[src/rtl/fetch_unit_pkg.sv]
// Shared definitions for the instruction-fetch stage: state encoding, bus
// request/response shapes and the address/word types used by fetch and decode.
package fetch_unit_pkg;

  localparam int unsigned ADDR_W = 32;
  localparam int unsigned DATA_W = 32;

  typedef logic [ADDR_W-1:0] addr_t;
  typedef logic [DATA_W-1:0] word_t;

  typedef enum logic [2:0] {
    FS_IDLE  = 3'd0,
    FS_REQ   = 3'd1,
    FS_WAIT  = 3'd2,
    FS_DONE  = 3'd3,
    FS_DRAIN = 3'd4
  } fetch_state_t;

  typedef struct packed {
    logic  valid;
    addr_t addr;
  } ibus_req_t;

  typedef struct packed {
    logic  addr_ok;
    logic  data_ok;
    word_t data;
  } ibus_resp_t;

  // Instructions are word aligned; any set low bit is a misaligned PC.
  function automatic logic is_misaligned(input logic [1:0] lsb);
    return lsb != 2'b00;
  endfunction

endpackage

[src/rtl/fetch_unit_if.sv]
// Instruction bus between the fetch stage (master) and the instruction
// memory/cache (slave): address phase, then data phase.
interface fetch_unit_if #(
  parameter int ADDR_WIDTH = 32,
  parameter int DATA_WIDTH = 32
);
  logic                  ireq_valid;
  logic [ADDR_WIDTH-1:0] ireq_addr;
  logic                  iresp_addr_ok;
  logic                  iresp_data_ok;
  logic [DATA_WIDTH-1:0] iresp_data;

  modport master (
    output ireq_valid, ireq_addr,
    input  iresp_addr_ok, iresp_data_ok, iresp_data
  );

  modport slave (
    input  ireq_valid, ireq_addr,
    output iresp_addr_ok, iresp_data_ok, iresp_data
  );
endinterface

[src/rtl/fetch_unit.sv]
// Instruction-fetch stage: one bus transaction per fetch, result handed to
// decode via valid/ready. Optional misaligned-PC check: FETCH_ALIGN_CHECK_EN.
module fetch_unit
  import fetch_unit_pkg::*;
#(
  parameter int ADDR_WIDTH = 32,
  parameter int DATA_WIDTH = 32,
  parameter int CNT_WIDTH  = 32
) (
  input  logic                  clk,
  input  logic                  reset,
  input  logic                  start,
  input  logic [ADDR_WIDTH-1:0] pc_in,
  input  logic                  flush,
  output logic                  ready_in,
  fetch_unit_if.master          ibus,
  output logic                  out_valid,
  input  logic                  out_ready,
  output logic [DATA_WIDTH-1:0] out_instr,
  output logic [ADDR_WIDTH-1:0] out_pc,
  output logic                  out_exc,
  output logic                  busy,
  output logic [CNT_WIDTH-1:0]  fetch_count
);

  fetch_state_t          state_q, state_d;
  logic [ADDR_WIDTH-1:0] pc_q;
  logic [DATA_WIDTH-1:0] instr_q;
  logic [CNT_WIDTH-1:0]  cnt_q;

  logic addr_ok;
  logic data_ok;
  logic accept;
  logic skip_bus;
  logic capture;

  assign addr_ok = ibus.iresp_addr_ok;
  assign data_ok = ibus.iresp_data_ok;

  assign ready_in = (state_q == FS_IDLE) || ((state_q == FS_DONE) && out_ready);
  assign accept   = ready_in && start && !flush;

`ifdef FETCH_ALIGN_CHECK_EN
  assign skip_bus = is_misaligned(pc_in[1:0]);
`else
  assign skip_bus = 1'b0;
`endif

  // Data is kept only when it belongs to a fetch that is still wanted.
  assign capture = !flush && data_ok &&
                   (((state_q == FS_REQ) && addr_ok) || (state_q == FS_WAIT));

  always_comb begin
    state_d = state_q;
    case (state_q)
      FS_IDLE: begin
        if (accept) state_d = skip_bus ? FS_DONE : FS_REQ;
      end
      FS_REQ: begin
        if (addr_ok) begin
          if (data_ok) state_d = flush ? FS_IDLE : FS_DONE;
          else         state_d = flush ? FS_DRAIN : FS_WAIT;
        end else if (flush) begin
          state_d = FS_IDLE;
        end
      end
      FS_WAIT: begin
        if (data_ok)    state_d = flush ? FS_IDLE : FS_DONE;
        else if (flush) state_d = FS_DRAIN;
      end
      FS_DONE: begin
        if (accept)                  state_d = skip_bus ? FS_DONE : FS_REQ;
        else if (out_ready || flush) state_d = FS_IDLE;
      end
      FS_DRAIN: begin
        if (data_ok) state_d = FS_IDLE;
      end
      default: state_d = FS_IDLE;
    endcase
  end

  always_ff @(posedge clk) begin
    if (reset) begin
      state_q <= FS_IDLE;
      pc_q    <= '0;
      instr_q <= '0;
      cnt_q   <= '0;
    end else begin
      state_q <= state_d;
      if (accept) pc_q <= pc_in;
      if (accept && skip_bus) instr_q <= '0;
      else if (capture)       instr_q <= ibus.iresp_data;
      if (out_valid && out_ready) cnt_q <= cnt_q + CNT_WIDTH'(1);
    end
  end

`ifdef FETCH_ALIGN_CHECK_EN
  logic exc_q;

  always_ff @(posedge clk) begin
    if (reset) begin
      exc_q <= 1'b0;
    end else if (accept) begin
      exc_q <= skip_bus;
    end
  end

  assign out_exc = exc_q;
`else
  assign out_exc = 1'b0;
`endif

  assign ibus.ireq_valid = (state_q == FS_REQ);
  assign ibus.ireq_addr  = pc_q;
  assign out_valid       = (state_q == FS_DONE);
  assign out_instr       = instr_q;
  assign out_pc          = pc_q;
  assign busy            = (state_q != FS_IDLE);
  assign fetch_count     = cnt_q;

endmodule

[src/flat_wrapper.sv]
// flat-port wrapper written by rule: the top's interface ports become plain ports
module fetch_unit_flat import fetch_unit_pkg::*;
#(
  parameter int ADDR_WIDTH = 32,
  parameter int DATA_WIDTH = 32,
  parameter int CNT_WIDTH  = 32
)
  (clk, reset, start, pc_in, flush, ready_in, out_valid, out_ready, out_instr, out_pc, out_exc, busy, fetch_count, ibus_ireq_valid, ibus_ireq_addr, ibus_iresp_addr_ok, ibus_iresp_data_ok, ibus_iresp_data);
  fetch_unit_if #(.ADDR_WIDTH(ADDR_WIDTH), .DATA_WIDTH(DATA_WIDTH)) ibus_i ();
  input  logic clk;
  input  logic reset;
  input  logic start;
  input  logic [ADDR_WIDTH-1:0] pc_in;
  input  logic flush;
  output logic ready_in;
  output logic out_valid;
  input  logic out_ready;
  output logic [DATA_WIDTH-1:0] out_instr;
  output logic [ADDR_WIDTH-1:0] out_pc;
  output logic out_exc;
  output logic busy;
  output logic [CNT_WIDTH-1:0] fetch_count;
  output wire logic [$bits(ibus_i.ireq_valid)-1:0] ibus_ireq_valid;
  output wire logic [$bits(ibus_i.ireq_addr)-1:0] ibus_ireq_addr;
  input wire logic [$bits(ibus_i.iresp_addr_ok)-1:0] ibus_iresp_addr_ok;
  input wire logic [$bits(ibus_i.iresp_data_ok)-1:0] ibus_iresp_data_ok;
  input wire logic [$bits(ibus_i.iresp_data)-1:0] ibus_iresp_data;
  assign ibus_ireq_valid = ibus_i.ireq_valid;
  assign ibus_ireq_addr = ibus_i.ireq_addr;
  assign ibus_i.iresp_addr_ok = ibus_iresp_addr_ok;
  assign ibus_i.iresp_data_ok = ibus_iresp_data_ok;
  assign ibus_i.iresp_data = ibus_iresp_data;
  fetch_unit #(.ADDR_WIDTH(ADDR_WIDTH), .DATA_WIDTH(DATA_WIDTH), .CNT_WIDTH(CNT_WIDTH)) u_core (.clk(clk), .reset(reset), .start(start), .pc_in(pc_in), .flush(flush), .ready_in(ready_in), .ibus(ibus_i), .out_valid(out_valid), .out_ready(out_ready), .out_instr(out_instr), .out_pc(out_pc), .out_exc(out_exc), .busy(busy), .fetch_count(fetch_count));
endmodule
[config.mk]
export PLATFORM = sky130hd
export DESIGN_NAME = fetch_unit_flat
export DESIGN_NICKNAME = d
export VERILOG_FILES = /design/src/rtl/fetch_unit_pkg.sv /design/src/rtl/fetch_unit_if.sv /design/src/rtl/fetch_unit.sv /design/src/flat_wrapper.sv
export SDC_FILE = /design/constraint.sdc
export NUM_CORES = 1
export LEC_CHECK = 0
export CAP_MARGIN = 20
export CORE_ASPECT_RATIO = 0.9
export CORE_MARGIN = 8
export CORE_UTILIZATION = 46
export CTS_BUF_LIST = sky130_fd_sc_hd__clkbuf_4 sky130_fd_sc_hd__clkbuf_8
export DETAILED_ROUTE_END_ITERATION = 8
export PLACE_DENSITY = 0.87
export SYNTH_ARGS = -nofsm -noshare
export SYNTH_HDL_FRONTEND = slang
export SYNTH_SLANG_ARGS = --single-unit
[constraint.sdc]
create_clock -name clk -period 3.2 [get_ports clk]
set_input_delay 0.32 -clock clk [delete_from_list [all_inputs] [get_ports clk]]
set_output_delay 0.32 -clock clk [all_outputs]
set_load 0.005 [all_outputs]
# Word level (Yosys, flattened, before mapping)
# Index checks and enable logic that the tools add are counted.
# classes
eq_ne	9
add_sub_neg	1
n_mux	12
n_reduce_logical	13
# op_table
operator	n
$add A32 B1 Y32 const B	1
$mux W3	10
$pmux W3 S5	1
$eq A3 B2 Y1 const B	2
$logic_and A1 B1 Y1	6
$ne A3 B3 Y1 const B	2
$reduce_and A5 Y1	1
$eq A3 B1 Y1 const B	1
$eq A3 B3 Y1 const B	1
$logic_not A3 Y1	1
$logic_or A1 B1 Y1	3
$ne A3 B2 Y1 const B	1
$reduce_bool A3 Y1	1
$mux W2	1
$ne A2 B1 Y1 const B	1
$ne A2 B2 Y1 const B	1
$logic_not A1 Y1	1
# word_totals
out_inout_bits	133
inputBits	71
regBits	99
word_cells	39

# Logic depth before layout (Yosys ltp)
# Gate-level depths: netlist (run 1).
# depth
word_depth	7
ltp_mapped	6
mapped_depth_nobuf	5

# Worst setup path after synthesis (run 1)
# Ideal clock, no wire load.
# synth_timing
kind	reg2reg
start	register u_core.cnt_q[9] (netlist: u_core.fetch_count[9])
end	register u_core.cnt_q[28] (netlist: u_core.fetch_count[28])
slack_ns	1.366
path_stages_with_launch	6
n_path_buf	1
period_less_slack_ns	1.834
setup_time_ns	0.123
t_required_ns	3.077
t_arrival_ns	1.710
path_cell_list	dfxtp_1 nand4_2 or4_1 clkbuf_2 nor4_1 mux2_1
# synth_between
elab_chain_cells	1
# synth_lines
element	line	text
from (decl)	fetch_unit.sv:29	logic [CNT_WIDTH-1:0] cnt_q;
from (signal assigned)	fetch_unit.sv:93	if (out_valid && out_ready) cnt_q <= cnt_q + CNT_WIDTH'(1);
$add A32 B1 Y32	fetch_unit.sv:93	
# Every way passes these cells.
# A chain may end at the register's enable or synchronous reset.

# Final worst setup path (run 1)
# layout_timing
start	register u_core.state_q[1]
end	output port ready_in
# layout_between
elab_chain_cells	3
elab_cells_between_ends	4
cone_classes	eq/ne (1); reduce/logical (3)
# layout_lines
element	line	text
from (decl)	fetch_unit.sv:26	fetch_state_t state_q, state_d;
from (signal assigned)	fetch_unit.sv:89	state_q <= state_d;
$eq A3 B2 Y1	fetch_unit.sv:40	assign ready_in = (state_q == FS_IDLE) || ((state_q == FS_DONE) && out_ready);
$logic_and A1 B1 Y1	fetch_unit.sv:40	
$logic_or A1 B1 Y1 (*)	fetch_unit.sv:40	
to (decl)	flat_wrapper.sv:15	output logic ready_in;
# Every way passes the cells marked *; elsewhere a longest branch is shown, timed or not.

==> flow_results.org, run 1 <==
** Status
- Result of the run :: finished, final reports clean

** Global route
- Sum of overflow across all layers after global routing :: 0
- Initial antenna violation count :: 0
- First-pass GRT wire length :: 21.59 mm
- Via count of the first global-routing pass :: 4333
- Maximum number of pins on one net before global-route repair :: 70
- Aggregate global-route resource usage :: 20.60%

** Yosys
- The most used flip-flop cell after synthesis is sky130_fd_sc_hd__dfxtp_1.
- Leading area contributor after synthesis :: sky130_fd_sc_hd__dfxtp_1
- Post-Synthesis Cells :: 537
- Synthesis warning total :: 0
- The synthesized design contains 99 register bits.
- When the netlist entered floorplanning its net count stood at 609.
- Sequential element share of the synthesized area :: 46.09%
- Async set or reset register ratio after synthesis :: 0%
- The mapped netlist covers 4300 µm².
- Count of flip-flops with a built-in enable after synthesis :: 0
- A synthesized cell averages 8.008 µm².
- Dominant cells by area after synthesis :: sky130_fd_sc_hd__dfxtp_1 (46%), sky130_fd_sc_hd__nand2_1 (13%), sky130_fd_sc_hd__a21oi_1 (9.2%)
- Count of different cell masters after synthesis :: 46
- The share of synthesized area in the top cell type comes to 46.09%.

** CTS
- Number of buffers added by the clock tree synthesis step :: 9
- Clock transition at path regs :: 0.10 ns
- Clock Tree Root :: sky130_fd_sc_hd__clkbuf_8
- The later pin in the worst-skew pair is clocked with a latency of 0.36 ns.
- Post-CTS repair changed the size of 0 cells.
- CTS built an H-tree with a depth of 3.
- Buffers added to address setup during post-CTS repair amount to 0.
- Total of hold buffers inserted after clock tree synthesis :: 0
- Maximum buffer depth of the clock tree :: 2
- TritonCTS built the clock tree.
- Number of clock sinks :: 99

** Pwr
- Peak VDD IR :: 0.2815 mV
- Leakage power total :: 2.166 nW
- Combinational fraction of design power :: 13.1%
- Clk network pwr share :: 34.2%
- The analysis attributes to net switching a power of 0.5968 mW.
- The internal portion of the total power is 1.855 mW.
- In this run the power density over the cells is 387.0 nW/µm².
- Relative contribution of sequential cells to total power :: 52.7%
- Switching share of total power :: 24.34%

** STA
- Worst Tran Pin Value :: 0.6949 ns
- Top achievable clock speed :: 419.8 MHz
- Setup tns final :: 0 ns
- Setup violations remaining at the end of the flow were counted as 0.
- Setup repair after global routing missed its margin :: false
- Worst hold slack :: 0.4584 ns
- Across the routed clock network, the largest skew measured is 0.01223 ns.
- Smallest setup slack after layout :: 0.8177 ns
- Max-slew violations :: 0
- The worst pin sits at a relative slew slack of 53.67%.
- Crit path time final :: 2.382 ns
- The final hold violation count was 0.
- Period utilisation layout :: 74.45%

** Die
- Die Height :: 107.7 µm
- Pin placement for this block handled 204 I/O pins.
- The die is 117.9 µm wide.
- The floorplan has 33 rows.
- Die Outline Area :: 12700 µm²
- Placeable core region :: 9084 µm²
- Initial cell density of the core :: 47.34%

** Route
- Vias :: 4260
- Antenna Violating Nets Remaining :: 0
- In the detailed route, the total length drawn on met3 is 1.145 mm.
- After detailed routing, the number of remaining DRC violations is 0.
- DR top layer :: met4
- Violation count after the first detailed-routing iteration :: 250
- Wire segments on met2 add up to 7.007 mm in the final route.
- The routed design has 13.49 mm of wire.
- Average detailed-routed wire length per instance :: 16.49 µm
- Number of vias per cell after detailed routing :: 5.208
- Length of the first detailed-routing pass in iterations :: 5
- The detailed router put a total of 5.229 mm of wire on met1.

** Layout
- Multi-input gate area :: 1932 µm²
- Register cell area after layout :: 1982 µm²
- The post-route netlist has 4.885% of its cells at a drive strength greater than 1.
- Most common cell after layout, fill and taps aside :: sky130_fd_sc_hd__clkdlybuf4s50_1
- In the layout the commonest cells are sky130_fd_sc_hd__clkdlybuf4s50_1 (201), sky130_fd_sc_hd__nand2_1 (145), sky130_fd_sc_hd__dfxtp_1 (99).
- Layout filler cell count :: 710
- The final layout contains 763 nets.
- The area growth from synthesis to layout is 47.34%.
- The number of antenna diodes in the final layout is 0.

** Flow run
- Maxcap violations :: 0

** Placed design
- Port Buffer Count :: 202
- At the end of routability-driven placement, the weighted congestion stood at 0.8460.
- Timing analysis after detailed placement gives a worst setup slack of 0.7423 ns.
- Summed over all nets, the half-perimeter wirelength after detailed placement is 10.31 mm.

** Worst setup path
- Number of stages on the worst setup path :: 4
- Crit path arrival time :: 2.06 ns
- Traced cell by cell, the critical path runs through and3_1, nor2_1, nor2_1, clkdlybuf4s50_1.
- Along the worst path, the maximum fanout reaches 17.
- In this run the critical register-to-register path is captured at u_core.fetch_count[29]$_SDFFE_PP0P_.
- Data required time at the worst endpoint :: 2.88 ns
- STA classifies the critical path endpoint as a primary output.
- In this run the critical register-to-register path is launched from u_core.state_q[1]$_SDFFE_PP0P_.
- Worst setup path start :: u_core.state_q[1]$_SDFFE_PP0P_
- Worst R2R Setup Slack :: 0.95 ns
- Crit path max-delay cell type :: sky130_fd_sc_hd__dfxtp_1
- Most frequent cell on the critical path :: sky130_fd_sc_hd__nor2_1
- The worst setup path is launched from a flip-flop.
- Worst stage delay on the critical path :: 0.62 ns
- Number of buffer and inverter stages on the critical path :: 1
- Top delay family on crit path :: flip-flops
- Classification of the worst setup path :: flip-flop to primary output
- Worst r2r path cells :: 4
- Crit path to :: ready_in

** Min path
- Worst min-delay path class :: flip-flop to flip-flop
- The worst hold path begins at u_core.out_instr[5]$_SDFFE_PP0P_.
[power by group through the flow]
stage	Clock (mW)	Sequential [mW]	Combinational, mW
floorplan	0	1.31	0.129
global placement	0	1.32	0.316
detailed placement	0	1.32	0.323
CTS	0.854	1.29	0.325
global route	0.898	1.30	0.348
finish	0.838	1.29	0.321
[cell families (layout without fill, tap and decap cells)]
| family | after synthesis | after routing | share of synthesized area (%) |
|---|---|---|---|
| XOR/XNOR | 10 | 10 | 2.037 |
| buffers and inverters | 66 | 225 | 8.990 |
| AND/OR/NAND/NOR | 248 | 248 | 27.26 |
| flip-flops | 99 | 99 | 46.09 |
| other | 1 | 1 | 0.08720 |
| adder cells (fa/ha/maj) | 1 | 1 | 0.2909 |
| AO/OA/AOI/OAI | 104 | 104 | 13.18 |
| multiplexers | 8 | 8 | 2.066 |
[layout make-up]
class / instances / area share, %
tap: 122 / 2.409
sequential: 99 / 31.28
clock inverter: 5 / 0.9479
clock buffer: 11 / 2.291
multi-input combinational: 372 / 30.49
inverter: 2 / 0.1185
timing repair buffer: 207 / 32.46
[worst min-delay path by stage]
| stage | end | slack [ns] | cells past startpoint |
|---|---|---|---|
| 2_1_floorplan | u_core.state_q[2]$_SDFFE_PP0P_ | 0.40 | 1 |
| 3_3_place_gp | u_core.out_instr[29]$_SDFFE_PP0P_ | 0.44 | 2 |
| 3_5_place_dp | u_core.out_instr[2]$_SDFFE_PP0P_ | 0.45 | 2 |
| 4_1_cts | u_core.out_instr[2]$_SDFFE_PP0P_ | 0.46 | 2 |
| 5_1_grt | u_core.out_instr[2]$_SDFFE_PP0P_ | 0.47 | 2 |
| 6_report | u_core.out_instr[5]$_SDFFE_PP0P_ | 0.46 | 2 |
[per-layer routing]
metal  global-route usage, %  up-vias
met4                   6.119        0
met2                   36.40      127
li1                        -     2099
met1                   22.72     2026
met5                       0        -
met3                   7.813        8
[stage by stage]
step           instance area [µm²]  std cells  power (mW)  util [%]
2_1_floorplan                 4300        537       1.443         -
3_5_place_dp                  6131        802       1.644     67.49
5_1_grt                       6336        818       2.545     69.75
3_3_place_gp                  6131        802       1.634     67.49
4_1_cts                       6336        818       2.471     69.75
6_report                      6336        818       2.452     69.75
[synthesized netlist by cell type (6+ instances only)]
library cell and number:
sky130_fd_sc_hd__nand2_1 145, sky130_fd_sc_hd__dfxtp_1 99, sky130_fd_sc_hd__a21oi_1 79, sky130_fd_sc_hd__buf_4 33
sky130_fd_sc_hd__clkbuf_1 25, sky130_fd_sc_hd__nor2_1 23, sky130_fd_sc_hd__nand4_1 10, sky130_fd_sc_hd__nand3_1 9
sky130_fd_sc_hd__o21ai_0 9, sky130_fd_sc_hd__or4_1 9, sky130_fd_sc_hd__nor2b_1 8, sky130_fd_sc_hd__or3_1 8
sky130_fd_sc_hd__o31ai_1 7, sky130_fd_sc_hd__nor3_1 6, sky130_fd_sc_hd__nor4_1 6
[flip-flops by register name, summed over array words and instances, names as in the netlist]
name and count:
u_core.fetch_count 32, u_core.state_q 3, u_core.ibus.ireq_addr 32, u_core.out_instr 32
[worst min-delay path, stage by stage, from the launching register on]
cell                      delay (ns)
sky130_fd_sc_hd__dfxtp_1        0.32
sky130_fd_sc_hd__nand2_1        0.05
sky130_fd_sc_hd__a21oi_1        0.05
Note: power is estimated with default switching activity, not from simulation.
==> run 2, diff against run 1 <==
--- a/config.mk
+++ b/config.mk
@@ -8,10 +8,10 @@
 export CAP_MARGIN = 20
 export CORE_ASPECT_RATIO = 0.9
 export CORE_MARGIN = 8
-export CORE_UTILIZATION = 46
+export CORE_UTILIZATION = 42
 export CTS_BUF_LIST = sky130_fd_sc_hd__clkbuf_4 sky130_fd_sc_hd__clkbuf_8
 export DETAILED_ROUTE_END_ITERATION = 8
-export PLACE_DENSITY = 0.87
+export PLACE_DENSITY = 0.8
 export SYNTH_ARGS = -nofsm -noshare
 export SYNTH_HDL_FRONTEND = slang
 export SYNTH_SLANG_ARGS = --single-unit
==> constraint.sdc (replaced) <==
create_clock -name clk -period 2.4 [get_ports clk]
set_input_delay 0.24 -clock clk [delete_from_list [all_inputs] [get_ports clk]]
set_output_delay 0.24 -clock clk [all_outputs]
set_load 0.005 [all_outputs]
==> run 2 against run 1 <==
  * Final area grew 1.4%
  * Worst hold slack got worse by 0.19 ns
  * Utilization decreased by 6.2 points
  * Die area up 8.1%
  * Sequential power is 33% higher
  * Setup slack worse by 0.57 ns
  * Count of clock-buffer cells in the layout rose by 1
  * Cell count up 1.2%
  * Combinational power increased by 35%
  * First-iteration DRC count decreased by 12%
  * Critical endpoint unchanged
==> flow_results.org, run 2 (synthesis results as in run 1) <==
** Pwr
- The post-route total power was 3.465 mW (+41%).
- Power density cells :: 539.2 nW/µm² (+39%)
- Leakage power total :: 2.204 nW (+1.7%)
- The worst supply voltage drop on vdd is 0.4485 mV (+59%).

** Route
- Final routed DRC violation total :: 0 (unchanged)
- Vias :: 4237 (-0.54%)
- Violation count after the first detailed-routing iteration :: 219 (-12%)
- The remaining antenna violation count is 0 (unchanged).
- Number of vias per cell after detailed routing :: 5.117 (-1.7%)
- The number of detailed-routing iterations run before antenna repair came to 4 (-1).
- Final Routed Wirelength :: 13.44 mm (-0.36%)
- Average detailed-routed wire length per instance :: 16.23 µm (-1.6%)

** CTS
- # H-tree levels :: 3 (unchanged)
- The number of buffers between clock root and the deepest sink is 2 (unchanged).
- The clock-pin transition on the worst setup and hold timing paths is 0.10 ns (about the same).
- The number of post-CTS setup repair buffers is 0 (unchanged).
- TritonCTS built the clock tree.
- Clk Latency, worst-skew pair :: 0.37 ns (about the same)
- Clock Tree Root :: sky130_fd_sc_hd__clkbuf_8
- The number of buffers added by the clock tree synthesis step came to 9 (unchanged).
- The total number of clock tree sinks came to 99 (unchanged).

** Worst setup path
- Worst stage delay on the critical path :: 0.54 ns (-0.08 ns)
- Worst R2R Setup Slack :: 0.32 ns (-0.63 ns)
- The largest driver fanout on the critical path is 10 (-7).
- The worst setup path is launched from a flip-flop.
- The slowest stage of the critical path belongs to the cell sky130_fd_sc_hd__clkdlybuf4s50_1.
- The critical path goes through and3_1, nor2_1, nor2_1, clkdlybuf4s50_1.
- The critical path is of the flip-flop to primary output type.
- Number of buffer and inverter stages on the critical path :: 1 (unchanged)
- The required time at the worst-slack endpoint came to 2.16 ns (-0.72 ns).
- The endpoint arrival time on the critical path came to 1.91 ns (-0.15 ns).
- Worst Setup End Kind :: primary output
- Among the stages of the critical path, the cell type that occurs most often is sky130_fd_sc_hd__nor2_1.
- Top delay family on crit path :: buffers and inverters

** Die
- The die area came to 13740 µm² (+8.1%).
- Die span in x :: 122.7 µm (+4.0%)
- Placement Rows :: 35 (+6.1%)
- Number of primary I/O pins :: 204 (unchanged)
- Placeable core region :: 10120 µm² (+11%)
- The vertical die dimension is 112.0 µm (+4.0%).
- Initial cell density of the core :: 42.51% (-4.8 points)

** Status
- Result of the run :: finished, final reports clean

** Layout
- Most frequent cells in the layout :: sky130_fd_sc_hd__clkdlybuf4s50_1 (201), sky130_fd_sc_hd__nand2_1 (145), sky130_fd_sc_hd__dfxtp_1 (98)
- The number of standard cells in the final layout excluding fillers was 828 (+1.2%).
- The core utilization of the finished layout is 63.53% (-6.2 points).
- Number of diodes added for antenna fixing :: 0 (unchanged)
- Net total in the final layout :: 766 (+0.39%)
- Most common cell after layout, fill and taps aside :: sky130_fd_sc_hd__clkdlybuf4s50_1
- From synthesis to final layout, the design area changed by 49.43%.
- Final Instance Area :: 6426 µm² (+1.4%)
- The fraction of layout cells with a size suffix above 1 came to 5.436% (+0.55 points).

** STA
- The final count of negative-setup-slack endpoints came to 0 (unchanged).
- Setup repair after global routing missed its margin :: false
- Max-slew violations :: 0 (unchanged)
- Crit path time final :: 2.154 ns
- The final hold violation count was 0 (unchanged).
- Timing would allow up to 464.2 MHz.
- Worst clock skew on the final layout :: 0.01286 ns (+0.0006368 ns)
- Period utilisation layout :: 89.75%
- Setup tns final :: 0 ns (unchanged)

** Global route
- The first-pass GRT wire length came to 21.15 mm (-2.0%).
- Maximum number of pins on one net before global-route repair :: 40 (-43%)
- Aggregate global-route resource usage :: 19.15% (-1.4 points)
- The number of antenna violations at the first check in global routing was 1 (+1).
- The overall overflow remaining after global route is 0 (unchanged).
- The via count of the first global-routing pass is 4128 (-4.7%).

** Flow run
- The reported max-cap violation count is 0 (unchanged).

** Min path
- The tightest min-delay check is of the primary input to flip-flop type.

** Placed design
- Placer congestion estimate :: 0.7879 (-6.9%)
- The number of instances in the placed design is 812 (+1.2%).
- Port Buffer Count :: 202 (unchanged)
- Placed instance area :: 6175 µm² (+0.71%)
- HPWL after detailed placement :: 10.24 mm (-0.69%)
-- run 2: changes by cell type in the layout (fill, tap and decap cells not counted), sizes merged --
cell	before	now
inv	4	2
buf	6	9
clkbuf	11	12
bufinv	1	3
clkinv	1	0
-- run 2: metal layers --
layer / up-vias / share of wire [%] / GRT usage [%]
met4: 2 / 1.7 / 4.789
met2: 137 / 52 / 33.65
li1: 2107 / - / -
met5: - / 0.074 / 0
met3: 19 / 8.5 / 8.144
met1: 1972 / 38 / 20.47
-- run 2: per-stage QoR --
stage | setup slack, ns | hold WS, ns
6_report | 0.2460 | 0.2721
3_3_place_gp | 0.1692 | 0.4412
5_1_grt | 0.07128 | 0.2622
2_1_floorplan | 0.5661 | 0.3185
3_5_place_dp | 0.1699 | 0.4462
4_1_cts | 0.1354 | 0.2476
-- run 2: final timing paths --
path	start	endpoint	cells past startpoint
setup / recovery	u_core.state_q[1]$_SDFFE_PP0P_	ready_in	4
hold / removal	reset	u_core.fetch_count[8]$_SDFFE_PP0P_	2
setup reg to reg	u_core.fetch_count[8]$_SDFFE_PP0P_	u_core.fetch_count[28]$_SDFFE_PP0P_	4
hold reg to reg	u_core.out_instr[30]$_SDFFE_PP0P_	u_core.out_instr[30]$_SDFFE_PP0P_	2
-- run 2: repair_timing --
action | CTS | global route
hold buffers | 0 | 0
gates resized for setup | 0 | 1
setup endpoints to repair | 0 | 1
-- run 2: area by class of cell --
type | instances | area [µm²]
Timing Repair Buffer | 210 | 2092
Sequential cell | 99 | 1983
Inverter | 2 | 7.507
Clock buffer | 12 | 152.6
Tap cell | 129 | 161.4
Clock inverter | 4 | 97.59
Multi-Input combinational cell | 372 | 1932
Fill cell | 876 | 3690
-- run 2: report_power, final --
| group | switching [mW] | internal [mW] |
|---|---|---|
| clock network | 0.565 | 0.745 |
| logic | 0.168 | 0.264 |
| registers | 0.0397 | 1.68 |
-- run 2: worst register-to-register path, delay by kind of cell (launching register included) --
family,cells,cell delay [ns]
mux,1,0.36
flops,1,0.48
simple gates,3,1.13
